### config.mk
export PLATFORM = sky130hd
export DESIGN_NAME = heartbeat_pattern_gen_flat
export DESIGN_NICKNAME = d
export VERILOG_FILES = /design/src/rtl/heartbeat_pattern_gen_if.sv /design/src/rtl/heartbeat_pattern_gen.sv /design/src/flat_wrapper.sv
export SDC_FILE = /design/constraint.sdc
export NUM_CORES = 1
export LEC_CHECK = 0
export CAP_MARGIN = 25
export CELL_PAD_IN_SITES_DETAIL_PLACEMENT = 1
export CELL_PAD_IN_SITES_GLOBAL_PLACEMENT = 1
export CORE_MARGIN = 2
export CORE_UTILIZATION = 46
export CTS_BUF_LIST = sky130_fd_sc_hd__clkbuf_4 sky130_fd_sc_hd__clkbuf_8
export DETAILED_ROUTE_END_ITERATION = 8
export GPL_TIMING_DRIVEN = 0
export HOLD_SLACK_MARGIN = 0.1
export MAX_ROUTING_LAYER = met4
export PLACE_DENSITY_LB_ADDON = 0.2
export SYNTH_ARGS = -nofsm -noshare
export SYNTH_HDL_FRONTEND = slang
export SYNTH_SLANG_ARGS = --single-unit
### constraint.sdc
create_clock -name clk -period 2.9 [get_ports clk]
set_input_delay 0.58 -clock clk [delete_from_list [all_inputs] [get_ports clk]]
set_output_delay 0.58 -clock clk [all_outputs]
set_load 0.1 [all_outputs]
### src/rtl/heartbeat_pattern_gen_if.sv
// Mode-code input and heartbeat outputs of heartbeat_pattern_gen.
// The slave modport is the generator; the master modport is whatever supplies mode codes.
interface heartbeat_pattern_gen_if;
    logic [3:0] mode_in;
    logic       led;
    logic       beat;
    logic [3:0] cur_mode;
    logic       err;

    modport master (output mode_in, input led, beat, cur_mode, err);
    modport slave  (input mode_in, output led, beat, cur_mode, err);
endinterface

### src/rtl/heartbeat_pattern_gen.sv
// Lub-dub heartbeat LED generator with a ms-tick timebase, a PWM-dimmed DUB pulse,
// a 1-cycle beat strobe, and a fixed error blink selected by mode code F.
module heartbeat_pattern_gen #(
    parameter int unsigned TICK_DIV = 50000,
    parameter int unsigned PULSE_MS = 100,
    parameter int unsigned PERIOD1  = 1000,
    parameter int unsigned PERIOD2  = 750,
    parameter int unsigned PERIOD3  = 500,
    parameter int unsigned PERIOD4  = 375,
    parameter int unsigned ERR_HALF = 250,
    parameter int unsigned DUB_DUTY = 128
) (
    input logic               clk,
    input logic               rst_n,
    heartbeat_pattern_gen_if.slave bus
);

    function automatic int unsigned max2(input int unsigned a, input int unsigned b);
        return (a > b) ? a : b;
    endfunction

    function automatic int unsigned period_of(input int unsigned idx);
        case (idx)
            0:       return PERIOD1;
            1:       return PERIOD2;
            2:       return PERIOD3;
            default: return PERIOD4;
        endcase
    endfunction

    localparam int unsigned MS_MAX = max2(max2(max2(PERIOD1, PERIOD2), max2(PERIOD3, PERIOD4)),
                                          max2(ERR_HALF, PULSE_MS));
    localparam int unsigned MS_W   = $clog2(MS_MAX + 1);
    localparam int unsigned TICK_W = (TICK_DIV > 1) ? $clog2(TICK_DIV) : 1;
    localparam logic [MS_W-1:0] REST1_LAST = MS_W'(PERIOD1 - 3 * PULSE_MS - 1);

    typedef enum logic [2:0] {REST, LUB, GAP, DUB, ERR_ON, ERR_OFF} state_t;

    state_t            state_reg;
    logic [MS_W-1:0]   ms_cnt_reg;
    logic [TICK_W-1:0] tick_cnt_reg;
    logic [7:0]        pwm_cnt_reg;
    logic [3:0]        pending_mode_reg;
    logic [3:0]        cur_mode_reg;
    logic              led_reg;
    logic              beat_reg;
    logic              err_reg;
    logic              resume_reg;

    // Last ms_cnt value of REST for each mode (REST_LEN - 1).
    logic [MS_W-1:0] rest_last_tbl [4];
    for (genvar gi = 0; gi < 4; gi++) begin : g_rest_last
        assign rest_last_tbl[gi] = MS_W'(period_of(gi) - 3 * PULSE_MS - 1);
    end

    logic            tick;
    logic            mode_valid;
    logic            mode_err;
    logic [1:0]      mode_idx;
    logic [1:0]      cur_idx;
    logic [MS_W-1:0] dur_last;
    logic            ms_done;
    logic            led_next;

    assign tick       = (tick_cnt_reg == TICK_W'(TICK_DIV - 1));
    assign mode_valid = (bus.mode_in != 4'd0) && (bus.mode_in <= 4'd4);
    assign mode_err   = (bus.mode_in == 4'hF);
    assign mode_idx   = 2'(bus.mode_in - 4'd1);
    assign cur_idx    = 2'(cur_mode_reg - 4'd1);
    assign ms_done    = (ms_cnt_reg == dur_last);

    always_comb begin
        dur_last = MS_W'(PULSE_MS - 1);
        case (state_reg)
            REST:            dur_last = rest_last_tbl[cur_idx];
            ERR_ON, ERR_OFF: dur_last = MS_W'(ERR_HALF - 1);
            default:         ;
        endcase
    end

    always_comb begin
        led_next = 1'b0;
        case (state_reg)
            LUB, ERR_ON: led_next = 1'b1;
            DUB:         led_next = (32'(pwm_cnt_reg) < DUB_DUTY);
            default:     ;
        endcase
    end

    always_ff @(posedge clk or negedge rst_n) begin
        if (!rst_n) begin
            state_reg        <= REST;
            ms_cnt_reg       <= REST1_LAST;
            tick_cnt_reg     <= '0;
            pwm_cnt_reg      <= '0;
            pending_mode_reg <= 4'h1;
            cur_mode_reg     <= 4'h1;
            led_reg          <= 1'b0;
            beat_reg         <= 1'b0;
            err_reg          <= 1'b0;
            resume_reg       <= 1'b0;
        end else begin
            tick_cnt_reg <= tick ? '0 : tick_cnt_reg + 1'b1;
            pwm_cnt_reg  <= pwm_cnt_reg + 8'd1;
            led_reg      <= led_next;
            beat_reg     <= 1'b0;
            if (mode_valid) begin
                pending_mode_reg <= bus.mode_in;
            end
            case (state_reg)
                REST, LUB, GAP, DUB: begin
                    if (mode_err) begin
                        state_reg  <= ERR_ON;
                        ms_cnt_reg <= '0;
                        err_reg    <= 1'b1;
                        resume_reg <= 1'b0;
                    end else if (tick) begin
                        // Returning from error, the first tick always starts a beat.
                        if (state_reg == REST && (resume_reg || ms_done)) begin
                            state_reg    <= LUB;
                            ms_cnt_reg   <= '0;
                            cur_mode_reg <= pending_mode_reg;
                            beat_reg     <= 1'b1;
                            resume_reg   <= 1'b0;
                        end else if (ms_done) begin
                            ms_cnt_reg <= '0;
                            case (state_reg)
                                LUB:     state_reg <= GAP;
                                GAP:     state_reg <= DUB;
                                default: state_reg <= REST;
                            endcase
                        end else begin
                            ms_cnt_reg <= ms_cnt_reg + 1'b1;
                        end
                    end
                end
                ERR_ON, ERR_OFF: begin
                    if (mode_valid) begin
                        state_reg  <= REST;
                        ms_cnt_reg <= rest_last_tbl[mode_idx];
                        err_reg    <= 1'b0;
                        resume_reg <= 1'b1;
                    end else if (tick) begin
                        if (ms_done) begin
                            ms_cnt_reg <= '0;
                            state_reg  <= (state_reg == ERR_ON) ? ERR_OFF : ERR_ON;
                        end else begin
                            ms_cnt_reg <= ms_cnt_reg + 1'b1;
                        end
                    end
                end
                default: state_reg <= REST;
            endcase
        end
    end

    assign bus.led      = led_reg;
    assign bus.beat     = beat_reg;
    assign bus.cur_mode = cur_mode_reg;
    assign bus.err      = err_reg;

endmodule

### src/flat_wrapper.sv
// flat-port wrapper written by rule: the top's interface ports become plain ports
module heartbeat_pattern_gen_flat 
#(
    parameter int unsigned TICK_DIV = 50000,
    parameter int unsigned PULSE_MS = 100,
    parameter int unsigned PERIOD1  = 1000,
    parameter int unsigned PERIOD2  = 750,
    parameter int unsigned PERIOD3  = 500,
    parameter int unsigned PERIOD4  = 375,
    parameter int unsigned ERR_HALF = 250,
    parameter int unsigned DUB_DUTY = 128
)
  (clk, rst_n, bus_mode_in, bus_led, bus_beat, bus_cur_mode, bus_err);
  heartbeat_pattern_gen_if bus_i ();
  input logic clk;
  input logic rst_n;
  input wire logic [$bits(bus_i.mode_in)-1:0] bus_mode_in;
  output wire logic [$bits(bus_i.led)-1:0] bus_led;
  output wire logic [$bits(bus_i.beat)-1:0] bus_beat;
  output wire logic [$bits(bus_i.cur_mode)-1:0] bus_cur_mode;
  output wire logic [$bits(bus_i.err)-1:0] bus_err;
  assign bus_i.mode_in = bus_mode_in;
  assign bus_led = bus_i.led;
  assign bus_beat = bus_i.beat;
  assign bus_cur_mode = bus_i.cur_mode;
  assign bus_err = bus_i.err;
  heartbeat_pattern_gen #(.TICK_DIV(TICK_DIV), .PULSE_MS(PULSE_MS), .PERIOD1(PERIOD1), .PERIOD2(PERIOD2), .PERIOD3(PERIOD3), .PERIOD4(PERIOD4), .ERR_HALF(ERR_HALF), .DUB_DUTY(DUB_DUTY)) u_core (.clk(clk), .rst_n(rst_n), .bus(bus_i));
endmodule
# [Yosys cells after proc, flatten, opt, wreduce, memory -nomap -nowiden]
# Index checks and enable logic that the tools add are counted.
[totals] regBits=49 input_bits=6 output_inout_bits=7 elab_cells=89
[op_classes] add_sub_neg=5 order_cmp=4 n_eq_ne=15 muxes=38 n_bitwise=3 reduce_logical=14
[ops] operator="2-to-1 mux 10 bit" n=10
[ops] operator="binary-select mux 10 bit (select 2 bit)" n=2
[ops] operator="case mux 10 bit (2 select lines)" n=2
[ops] operator="2-to-1 mux 3 bit" n=7
[ops] operator="adder 16 x 1 -> 16 bit (second input constant)" n=1
[ops] operator="== test 16 bit (second input constant)" n=1
[ops] operator="2-to-1 mux 16 bit" n=1
[ops] operator="!= test 3 x 1 -> 1 bit (second input constant)" n=4
[ops] operator="AND reduction 4 bit" n=3
[ops] operator="2-to-1 mux 1 bit" n=11
[ops] operator="adder 10 x 1 -> 10 bit (second input constant)" n=1
[ops] operator="== test 10 bit" n=1
[ops] operator="adder 8 x 1 -> 8 bit (second input constant)" n=1
[ops] operator="< comparator 8 bit (second input constant)" n=1
[ops] operator="== test 3 x 2 -> 1 bit (second input constant)" n=2
[ops] operator="== test 3 bit (second input constant)" n=2
[ops] operator=">= comparator 3 bit (second input constant)" n=2
[ops] operator="NOT 2 -> 3 bit" n=2
[ops] operator="case mux 1 bit (2 select lines)" n=3
[ops] operator="case mux 3 bit (2 select lines)" n=1
[ops] operator="AND reduction 3 bit" n=2
[ops] operator="== test 4 bit (second input constant)" n=1
[ops] operator="<= comparator 4 x 3 -> 1 bit (second input constant)" n=1
[ops] operator="!= test 2 x 1 -> 1 bit (second input constant)" n=2
[ops] operator="other kinds (12)" n=15

# [Longest topological paths before layout]
[depth] ltp_word=13 ltp_mapped=9 depth_no_buf=8

# [Least setup slack after synthesis]
# OpenSTA, ideal clock, no wires.
[synth_path] path_kind="register -> register" from="reg u_core.cur_mode_reg[1], in the netlist u_core.bus.cur_mode[1]" to="reg u_core.cur_mode_reg[2], in the netlist u_core.bus.cur_mode[2]" setup_time_ns=0.126 t_arrival_ns=2.700 t_required_ns=2.774 path_slack_ns=0.073 stages_incl_launch_ff=9 path_buffers=1 synth_period_minus_slack_ns=2.827 cell_sequence="dfrtp_1 buf_2 nand4bb_1 a22oi_1 o2111ai_1 a2111oi_2 and2_4 o2111a_4 mux2_4"
[synth_via] elab_chain_cells=10
[synth_rtl] item="start, declared" line_no="heartbeat_pattern_gen.sv:44" rtl="logic [3:0] cur_mode_reg;"
[synth_rtl] item="start signal, assigned" line_no="heartbeat_pattern_gen.sv:122" rtl="cur_mode_reg <= pending_mode_reg;"
[synth_rtl] item="subtractor 2 x 1 -> 2 bit" line_no="heartbeat_pattern_gen.sv:69" rtl="assign cur_idx = 2'(cur_mode_reg - 4'd1);"
[synth_rtl] item="NOT 2 -> 3 bit (implied by the code)" line_no="heartbeat_pattern_gen.sv:75" rtl="REST: dur_last = rest_last_tbl[cur_idx];"
[synth_rtl] item="binary-select mux 10 bit (select 2 bit)" line_no="heartbeat_pattern_gen.sv:75"
[synth_rtl] item="2-to-1 mux 10 bit (implied by the code) (2 in series)" line_no="heartbeat_pattern_gen.sv:75"
[synth_rtl] item="case mux 10 bit (2 select lines)" line_no="heartbeat_pattern_gen.sv:74" rtl="case (state_reg)"
[synth_rtl] item="== test 10 bit" line_no="heartbeat_pattern_gen.sv:70" rtl="assign ms_done = (ms_cnt_reg == dur_last);"
[synth_rtl] item="logical OR 1 bit" line_no="heartbeat_pattern_gen.sv:119" rtl="if (state_reg == REST && (resume_reg || ms_done)) begin"
[synth_rtl] item="logical AND 1 bit" line_no="heartbeat_pattern_gen.sv:119"
[synth_rtl] item="AND reduction 4 bit (no source line)"
# No other way between the ends. The select of a mux whose other input is x is not followed.
# A chain may end at the register's enable or synchronous reset.

# [Worst setup path after layout]
[layout_path] from="in bus_mode_in[0]" to="reg u_core.ms_cnt_reg[8]"
[layout_via] elab_chain_cells=7 word_cells_on_any_way=15 cone_classes="add/sub: 1; order compare: 1; eq/ne: 3; mux: 6; bitwise: 1; reduce/logical: 3"
[layout_rtl] item="start, declared" line_no="flat_wrapper.sv:17" rtl="input wire logic [$bits(bus_i.mode_in)-1:0] bus_mode_in;"
[layout_rtl] item="subtractor 2 x 1 -> 2 bit" line_no="heartbeat_pattern_gen.sv:68" rtl="assign mode_idx = 2'(bus.mode_in - 4'd1);"
[layout_rtl] item="NOT 2 -> 3 bit (implied by the code)" line_no="heartbeat_pattern_gen.sv:140" rtl="ms_cnt_reg <= rest_last_tbl[mode_idx];"
[layout_rtl] item="binary-select mux 10 bit (select 2 bit)" line_no="heartbeat_pattern_gen.sv:140"
[layout_rtl] item="2-to-1 mux 10 bit (implied by the code) (2 in series)" line_no="heartbeat_pattern_gen.sv:140"
[layout_rtl] item="2-to-1 mux 10 bit" line_no="heartbeat_pattern_gen.sv:138" rtl="if (mode_valid) begin"
[layout_rtl] item="case mux 10 bit (2 select lines)" line_no="heartbeat_pattern_gen.sv:110" rtl="case (state_reg)"
[layout_rtl] item="end signal, assigned" line_no="heartbeat_pattern_gen.sv:133" rtl="ms_cnt_reg <= ms_cnt_reg + 1'b1;"
[layout_rtl] item="end signal, assigned" line_no="heartbeat_pattern_gen.sv:140"
[layout_rtl] item="end signal, assigned" line_no="heartbeat_pattern_gen.sv:148" rtl="ms_cnt_reg <= ms_cnt_reg + 1'b1;"
[layout_rtl] item="end, declared" line_no="heartbeat_pattern_gen.sv:40" rtl="logic [MS_W-1:0] ms_cnt_reg;"
# Several ways; a longest one is shown, not always the timed one. The select of a mux whose other input is x is not followed.

==> flow_results.org <==
** Status
- Outcome :: complete, no violations

** Synthesis
- Number of distinct standard cells referenced by the synthesized netlist :: 62
- Of all cell types, the one taking the most synthesized area is dfrtp_1.
- Counting every instance in the synthesized netlist gives roughly 280.
- After synthesis, the share of flip-flops with an asynchronous set or reset is 1.00.
- Leading cell type by number of instances after synthesis :: dfrtp_1
- Sorting the synthesized cells by area gives the leading types as dfrtp_1, dfstp_2, nor2_1.
- Commonest cells in the synthesized netlist :: dfrtp_1, nor2_1, nand2_1
- Synthesis-stage register bit count :: a little under 50
- Of the post-synthesis cell area, the dominant cell type holds 0.362.
- In this run the mean area of a mapped cell was roughly 9.8 µm².
- The most used flip-flop cell after synthesis is dfrtp_1.
- Synth warnings :: 0
- The cell area that synthesis handed to floorplanning was 2760 µm².
- Of the synthesized area, sequential elements account for 0.448.
- The synthesized design contains 0 enable-type register cells.
- Post-synthesis net count :: 290

** STA
- Finish-stage setup viols :: 0
- Post-route worst setup slack :: roughly 0.16 ns
- Pins over their slew limit :: 0
- Share of the clock period used by the worst path after layout :: 0.945
- Slew of the pin with the lowest slew margin :: 0.977 ns
- Derived from the worst setup path, the maximum achievable clock frequency is 365 MHz.
- After layout, the minimum clock period comes to 2.74 ns.
- Final Hold Vio Count :: 0
- In this run the tightest slew margin relative to its limit is 0.347.
- Unrepaired setup endpoints after global routing :: no
- Across the routed clock network, the largest skew measured is 0.00984 ns.

** Worst setup path
- In this run the worst path has a maximum fanout of 10.
- RR Endpoint :: u_core.ms_cnt_reg[8]
- The setup path with the least slack is of type input pin to flip-flop.
- Flop2flop setup slack :: 0.26 ns
- Critical Path Source Type :: input pin
- Counting cells, the worst reg-to-reg path comes to 7.
- Crit path capture type :: flip-flop
- Worst EP arrival :: roughly 3 ns
- Launch instance of the worst register-to-register path :: u_core.tick_cnt_reg[0]
- CP Data Required Time :: 3.09 ns

** Global routing
- For this run, the total global-route usage over all layers was measured as 0.226.
- Entering global routing, the biggest net connects 29 pins.
- The first global-routing pass estimated 11100 µm of wire.
- Vias in the first global route :: 2269
- For this run the aggregate overflow at the end of global routing stands at 0.
- Initial antenna violation count :: 0

** CTS
- After clock tree synthesis, the clock-pin slew on the worst setup and hold paths is approximately 0.090 ns.
- Counting every sink on the clock net gives 49.
- In this run the number of H-tree levels came out at 2.
- # Post-CTS Setup Buffers :: 0
- Library cell used as clock root buffer :: clkbuf_8
- Clock tree from TritonCTS :: yes
- Clock buffers created by TritonCTS :: 5
- The clock reaches the later pin of the worst-skew pair after approximately 0.30 ns.
- Maximum clock insertion buffer count :: 2

** Power and ir drop
- The worst-case IR drop observed on VDD is 0.335 mV.
- Total power divided by cell area :: 614 nW/µm²
- In this run the static leakage power is ~1.3 nW.
- After layout, the design draws a total of 0.00188 W.

** Placed design
- Prior to clock tree synthesis, the placed netlist has a worst setup slack of -0.267 ns.
- Number of port buffers :: 10
- Routability congestion estimate :: ~0.8
- The wire-length estimate of the detail-placed layout is 4900 µm.

** Drt
- Dividing the detail-routed wire length by the instance count gives 17.5 µm.
- Number of vias in the routed layout :: 2195
- In the routed design, unresolved DRC markers number 0.
- For this block, the initial DRC count from the detailed router was 137.
- After detailed routing, the number of vias per cell comes to 5.85.
- The detail route stage leaves a number of antenna-violating nets equal to 0.
- The pre-antenna-repair detailed-routing pass consisted of 5 iterations.
- After detailed routing, the total wire length is roughly 6600 µm.

** Job
- Number of max-cap violations :: 0

** Floorplan
- Initial Util :: 0.472
- The floorplan step defined a die boundary enclosing 6640 µm².
- In this run the vertical extent of the chip is ~82 µm.
- I/O pin count :: 13
- The floorplan has 28 rows.
- Area of the placeable core :: just under 6000 µm²
- The die is 81.5 µm wide.

** Layout
- Number of flip-flops under the largest register name :: 16
- Net count reported at finish :: approximately 310
- The repair_antennas step left the layout with diodes totalling 0.
- In the final layout, the share of cells above drive strength 1 is 0.157.
- Final core utilization :: 0.524
- Area delta synth->final :: 10.9%

** Worst hold path
- The tightest min-delay check is of the input pin to asynchronous set/reset pin type.
critical path, stage by stage:
cell,delay (ns)
clkdlybuf4s50_1,0.48
buf_2,0.24
nor3_1,0.09
nor3_2,0.45
nor3_2,0.19
nor2_2,0.34
nor3_2,0.14
a221o_1,0.40
cell type report:
cell class	instances	area (µm²)
plain buffers	15	91.3
clock buffers	6	76.3
clock inverters	2	13.8
fillers	675	2790
inverters	9	33.8
multi-input cells	208	1400
flip-flops and latches	49	1240
well taps	75	93.8
repair buffers	11	115
kinds of logic after synthesis:
family                     count (synthesis)  share of synthesized area
and+or+nand+nor                          118                      0.231
DFF                                       49                      0.448
xor gates and xnor gates                  22                     0.0697
muxes                                      9                     0.0412
buffers and inverters                     24                     0.0453
AOI/OAI and AO/OA                         56                      0.152
adders and majority gates                  3                     0.0136
metal layers:
metal / routed length (µm) / up-vias / global-route usage
met1: 2950 / 1126 / 0.279
met3: 154 / 5 / 0.0363
met5: 0 / - / -
met2: 3390 / 23 / 0.392
met4: 62 / 0 / 0.0508
li1: - / 1041 / -
through the flow:
stage                     cell area [µm²]  setup TNS [ns]  cells  hold slack, ns
after CTS                            3060               0    375           0.251
after global placement               2960           -7.59    366           0.444
final                                3070               0    375           0.239
after detailed placement             2970           -1.07    367           0.460
after global routing                 3070               0    375           0.255
after floorplan                      2760               0    281           0.284
placed cells by master (no fill, tap or decap), types with 9 or more instances in the layout:
cell type / netlist / routed
xnor2_1: 11 / 11
nand3_1: 15 / 15
o21ai_0: 9 / 9
dfstp_2: 9 / 9
nand2_1: 23 / 23
nor2_1: 26 / 25
nor2b_1: 10 / 10
dfrtp_1: 40 / 40
xor2_1: 11 / 11
clkdlybuf4s50_1: 0 / 9
a21oi_1: 9 / 9
how the worst max path moves through the flow:
stage	from	end	slack [ns]	cells past startpoint
finish	bus_mode_in[0]	u_core.ms_cnt_reg[8]	0.16	8
floorplan	u_core.bus.cur_mode[1]	u_core.bus.cur_mode[2]	0.07	8
global route	bus_mode_in[0]	u_core.ms_cnt_reg[8]	0.05	8
global placement	bus_mode_in[0]	u_core.ms_cnt_reg[8]	-0.24	8
CTS	bus_mode_in[0]	u_core.ms_cnt_reg[8]	0.07	8
detailed placement	bus_mode_in[0]	u_core.ms_cnt_reg[8]	-0.27	8
power by group:
part | internal (W) | total [W] | switching [W] | leakage (nW)
Clock | 0.000182 | 0.000417 | 0.000235 | 0.0490
Sequential | 0.000795 | 0.000900 | 0.000105 | 0.604
Combinational | 0.000215 | 0.000566 | 0.000352 | 0.675
repair_timing:
item / in CTS / in global routing
resized for setup: 0 / 1
endpoints found under the setup margin: 0 / 4
hold buffers: 0 / 0
Power figures use the tool's default switching activity.
==> RTL edit 1, RTL diff (config.mk and constraints unchanged) <==
Re-encode `state_t` (6 states) as one-hot, 6 bits wide.
--- a/src/rtl/heartbeat_pattern_gen.sv
+++ b/src/rtl/heartbeat_pattern_gen.sv
@@ -36,3 +36,3 @@
 
-    typedef enum logic [2:0] {REST, LUB, GAP, DUB, ERR_ON, ERR_OFF} state_t;
+    typedef enum logic [5:0] {REST = 6'b000001, LUB = 6'b000010, GAP = 6'b000100, DUB = 6'b001000, ERR_ON = 6'b010000, ERR_OFF = 6'b100000} state_t;
 
Formal check against the unedited RTL: no difference found for any inputs over 10 cycles, from zero or initial values and one cycle with rst_n low; not proved beyond that.
==> RTL edit 1 against the unedited design <==
Highest routed layer unchanged; sequential cell count up 3; largest cell class unchanged; synthesized cell count grew 10%; the flow now finishes with violations (negative setup slack); critical path type is now reg2reg; synthesized area increased by 5.6%; routed wire length is 22% higher; final area is 13% higher; worst setup slack worse by 350 ps; count of clock-buffer cells in the layout fell by 1; clock skew rose by 5.7 ps; critical path depth is the same.
Power is not compared: it rests on default switching activity, and its combinational part moved more than twofold at a synthesized area within 25%.
==> RTL edit 1: results (changes against the unedited design) <==
| Metric | Value |
|---|---|
| Run status | complete, but fails checks |
| Failing checks | negative setup slack |
| Final WS setup | -191.7 ps (-349.9 ps) |
| Final std cells w/o fill | 416 (+11%) |
| Seq/Total Area, Yosys | 45.03% (+0.25 points) |
| Critical R2R Capture | u_core.state_reg[0]$_DFFE_PN1P_ |
| Final setup vio count | 16 (+16) |
| Max layer used | met4 |
| Most area-consuming cells after synthesis | sky130_fd_sc_hd__dfrtp_1 36%, sky130_fd_sc_hd__dfstp_2 9.0%, sky130_fd_sc_hd__mux2_2 4.2%, sky130_fd_sc_hd__xor2_1 3.9%, sky130_fd_sc_hd__xnor2_1 3.6% |
| Number of instances in the synthesized netlist | 310 (+10%) |
| Arrival time at the worst endpoint | 3350 ps (+420 ps) |
| Worst reg2reg path depth | 8 (+1) |
| Total met3 wirelength after detailed routing | 277 µm (+80%) |
| Vias in the first global route | 2586 (+14%) |
| Timing endpoint of the critical path | u_core.state_reg[0]$_DFFE_PN1P_ |
| Initial DRC Count | 124 (-9.5%) |
| Detailed-routing iteration count for the pre-antenna-repair pass | 4 (-1) |
| Detailed-route via count | 2489 (+13%) |
| Post-Place Worst Slack | -518.7 ps (-251.6 ps) |
| Group with the largest share of power | combinational logic |
| Post-route met1 wirelength | 3.600 mm (+22%) |
| IO Port Bufs | 11 (+1) |
| WL/cell | 19.23 µm (+10%) |
| Critical path startpoint | u_core.state_reg[0]$_DFFE_PN1P_ |
| Net count of the mapped netlist | 319 (+10%) |
| Total power density per cell area | 834.4 mW/mm² |
| Final #Nets | 347 (+13%) |
| Area growth, synth to finish | 18.27% |
| Detailed route wirelength on metal2 | 4.026 mm (+19%) |
| Clock transition at the registers of the reported paths | 110 ps (+20 ps) |
| Primary flip-flop cell chosen by synthesis mapping | sky130_fd_sc_hd__dfrtp_1 |
| Worst-path maximum fanout | 5 (-5) |
| Routability cong. | 0.8311 (+5.7%) |
| Slew HR | 34.97% (+0.29 points) |
| Number of placed instances with taps included | 400 (+9.0%) |
| Most instantiated cells after synthesis | 42 x sky130_fd_sc_hd__dfrtp_1, 27 x sky130_fd_sc_hd__nand2_1, 27 x sky130_fd_sc_hd__nor2_1 |
| Filler cell count | 727 (+7.7%) |
| Overall fraction of global-route tracks in use | 23.73% (+1.1 points) |
| Post-route setup TNS | -1269 ps (-1269 ps) |
| First-pass GRT wire length | 13.05 mm (+18%) |
| Worst Clk Skew | 15.51 ps (+5.666 ps) |
| Worst-Skew Late Latency | 320 ps (+20 ps) |
| Placed standard-cell area | 0.003153 mm² (+6.1%) |
| Number of different library cells in the post-synthesis netlist | 51 (-18%) |
| HPWL after detailed placement | 5.387 mm (+10%) |
| Share of final-layout standard cells stronger than drive strength 1 | 20.06% (+4.4 points) |
RTL edit 1: cell types whose count changed after synthesis, moves of 5 or more:
| cell | unedited run | this run |
|---|---|---|
| sky130_fd_sc_hd__nor4_1 | 1 | 7 |
| sky130_fd_sc_hd__o21ai_0 | 9 | 20 |
| sky130_fd_sc_hd__mux2_2 | 3 | 11 |
| sky130_fd_sc_hd__o21ai_1 | 5 | 0 |
| sky130_fd_sc_hd__a221o_1 | 5 | 0 |
| sky130_fd_sc_hd__a21oi_1 | 9 | 15 |
| sky130_fd_sc_hd__o22ai_1 | 0 | 7 |
RTL edit 1: area by class of cell:
cell class,count,share of cell area (%)
repair buffers,25,6.672
well taps,77,2.792
clock buffers,5,1.994
multi-input cells,233,47.03
inverters,11,1.197
plain buffers,10,1.414
clock inverters,3,0.7977
flip-flops and latches,52,38.11
RTL edit 1: logic make-up (layout without fill, tap and decap cells):
| family | after synthesis | in the layout | share of synthesized area [%] |
|---|---|---|---|
| simple gates | 121 | 121 | 21.87 |
| mux | 14 | 14 | 5.275 |
| buf+inv | 25 | 54 | 3.387 |
| fa+ha+maj | 3 | 3 | 1.287 |
| xor+xnor | 25 | 25 | 7.504 |
| compound gates | 70 | 70 | 15.65 |
| flops | 52 | 52 | 45.03 |
RTL edit 1: critical path: stages (launching register included):
cell and delay [ps]:
sky130_fd_sc_hd__dfstp_2 550, sky130_fd_sc_hd__or4b_4 480, sky130_fd_sc_hd__or3_4 460, sky130_fd_sc_hd__a2bb2oi_2 150, sky130_fd_sc_hd__o21a_1 150, sky130_fd_sc_hd__nor4_4 410
sky130_fd_sc_hd__a21boi_1 220, sky130_fd_sc_hd__a211o_1 320, sky130_fd_sc_hd__mux2_2 280
RTL edit 1: worst min-delay path by stage:
stage                                             to                        startpoint  slack (ps)  cells past startpoint
finish              u_core.ms_cnt_reg[8]$_DFFE_PN0P_                             rst_n         240                      1
global route        u_core.ms_cnt_reg[8]$_DFFE_PN0P_                             rst_n         270                      1
CTS                 u_core.ms_cnt_reg[8]$_DFFE_PN0P_                             rst_n         260                      1
detailed placement  u_core.tick_cnt_reg[0]$_DFF_PN0_  u_core.tick_cnt_reg[0]$_DFF_PN0_         460                      1
global placement    u_core.tick_cnt_reg[0]$_DFF_PN0_  u_core.tick_cnt_reg[0]$_DFF_PN0_         450                      1
floorplan                  u_core.bus.beat$_DFF_PN0_                             rst_n         280                      0
RTL edit 1: what timing repair did:
item                                    in CTS  in global routing
gates resized for setup                     13                 21
endpoints found under the setup margin      21                 21
buffers inserted                             6                  6
pin swaps                                    5                  2
RTL edit 1: metal layers:
| metal | track usage (%) | up-vias |
|---|---|---|
| met5 | - | - |
| met4 | 5.425 | 0 |
| met3 | 3.759 | 7 |
| met2 | 37.96 | 50 |
| met1 | 32.14 | 1265 |
| li1 | - | 1167 |
==> RTL edit 2, RTL diff (same settings) <==
Without the edit above. `ERR_HALF` is set to 250 in 2 places; all go to 125.
--- a/src/rtl/heartbeat_pattern_gen.sv
+++ b/src/rtl/heartbeat_pattern_gen.sv
@@ -9,3 +9,3 @@
     parameter int unsigned PERIOD4  = 375,
-    parameter int unsigned ERR_HALF = 250,
+    parameter int unsigned ERR_HALF = 125,
     parameter int unsigned DUB_DUTY = 128
--- a/src/flat_wrapper.sv
+++ b/src/flat_wrapper.sv
@@ -9,3 +9,3 @@
     parameter int unsigned PERIOD4  = 375,
-    parameter int unsigned ERR_HALF = 250,
+    parameter int unsigned ERR_HALF = 125,
     parameter int unsigned DUB_DUTY = 128
Formal check against the unedited RTL: no difference found for any inputs over 10 cycles, from zero or initial values and one cycle with rst_n low; that may be too few to reach the edited logic, so the function may still have changed.
==> RTL edit 2 against the unedited design <==
Synthesized area rose by 2.7%; worst hold slack worse by 52 ps; final area rose by 3.3%; routed wire length is 5.8% higher; critical path depth shrank 1; worst setup slack improved by 150 ps; sequential cell count is the same; power rose by 5.8%; highest routed layer unchanged.
==> RTL edit 2: results (changes against the unedited design) <==
| Metric | Value |
|---|---|
| Run status | completed |
| Arrival time at the worst endpoint | 2840 ps (-90 ps) |
| Placed standard-cell area | 0.003057 mm² (+2.8%) |
| Leakage | 1.340 nW (+0.93%) |
| Most instantiated cells after synthesis | 40 x sky130_fd_sc_hd__dfrtp_1, 30 x sky130_fd_sc_hd__nor2_1, 24 x sky130_fd_sc_hd__nand2_1 |
| Worst IR drop on VDD | 0.0005660 V (+69%) |
| Critical path startpoint | bus_mode_in[1] |
| Vias in the first global route | 2353 (+3.7%) |
| Post-Place Worst Slack | -300.3 ps (-33.14 ps) |
| Filler cell count | 698 (+3.4%) |
| Final non-clock buffer share | 7.070% (+0.33 points) |
| Post-route met1 wirelength | 3.202 mm (+8.7%) |
| Net count of the mapped netlist | 299 (+3.1%) |
| Number of different library cells in the post-synthesis netlist | 59 (-4.8%) |
| Worst Clk Skew | 12.51 ps (+2.669 ps) |
| Gate family responsible for the most delay along the worst path | buffers and inverters |
| Layout buffer count excluding clock buffers | 29 (+12%) |
| Routing usage on met2 | 38.55% (-0.63 points) |
| Total power density per cell area | 629.0 mW/mm² (+2.4%) |
| Most area-consuming cells after synthesis | sky130_fd_sc_hd__dfrtp_1 35%, sky130_fd_sc_hd__dfstp_2 8.3%, sky130_fd_sc_hd__nor2_1 4.0%, sky130_fd_sc_hd__xnor2_1 3.4%, sky130_fd_sc_hd__nand2_1 3.2% |
| Final std cells w/o fill | 385 (+2.7%) |
| Multiplexer share of the synthesized area | 3.792% (-0.33 points) |
| First-pass GRT wire length | 11.50 mm (+3.7%) |
| IO Port Bufs | 11 (+1) |
| Detail-routed via count per cell | 6.008 (+2.6%) |
| Overall fraction of global-route tracks in use | 23.32% (+0.71 points) |
| Number of instances in the synthesized netlist | 290 (+3.2%) |
| WL/cell | 18.01 µm (+3.0%) |
| Total met3 wirelength after detailed routing | 247 µm (+60%) |
| Count of clock-net buffers in the final layout | 6 (unchanged) |
| Met3 usage | 3.913% (+0.29 points) |
| CP peak stage delay | 550 ps (+70 ps) |
| Routability cong. | 0.8735 (+11%) |
| Detailed-routing iteration count for the pre-antenna-repair pass | 4 (-1) |
| Final #Nets | 318 (+3.2%) |
| HPWL after detailed placement | 5.199 mm (+6.2%) |
| Detailed route wirelength on metal2 | 3.402 mm (+0.29%) |
| Total number of multi-input combinational cells | 217 (+4.3%) |
| Transition at the pin with the smallest max-transition slack | 987.1 ps (+10.50 ps) |
| Share of the synthesized area in compound gates (AO/OA/AOI/OAI) | 15.08% (-0.086 points) |
| Number of placed instances with taps included | 377 (+2.7%) |
| Final sequential cell count | 49 (unchanged) |
| Maximum number of pins on one net before global-route repair | 33 (+14%) |
| Fraction of the mapped netlist area in adder cells | 1.323% (-0.035 points) |
| Worst-path maximum fanout | 8 (-2) |
| Seq/Total Area, Yosys | 43.61% (-1.2 points) |
| Share of the final layout cell area in multi-input gates | 46.96% (+1.2 points) |
| Clock buf/inv share | 3.120% (+0.18 points) |
| Share of final-layout standard cells stronger than drive strength 1 | 15.16% (-0.51 points) |
[RTL edit 2: where the power goes]
part	internal, mW	total [mW]	switching [mW]	leakage, nW
registers	0.801	0.915	0.113	0.603
logic	0.251	0.640	0.389	0.689
clock network	0.197	0.438	0.241	0.0478
total	1.25	1.99	0.743	1.34
[RTL edit 2: worst paths after layout]
| check | end | slack, ps | cells past startpoint |
|---|---|---|---|
| hold reg to reg | u_core.pwm_cnt_reg[6]$_DFF_PN0_ | 470 | 1 |
| setup reg to reg | u_core.ms_cnt_reg[2]$_DFFE_PN0P_ | 340 | 8 |
| min in group clk | u_core.pwm_cnt_reg[6]$_DFF_PN0_ | 470 | 1 |
| hold / removal | u_core.tick_cnt_reg[12]$_DFF_PN0_ | 190 | 1 |
| max in group asynchronous | u_core.ms_cnt_reg[1]$_DFFE_PN1P_ | 2120 | 2 |
| setup / recovery | u_core.ms_cnt_reg[4]$_DFFE_PN1P_ | 310 | 7 |
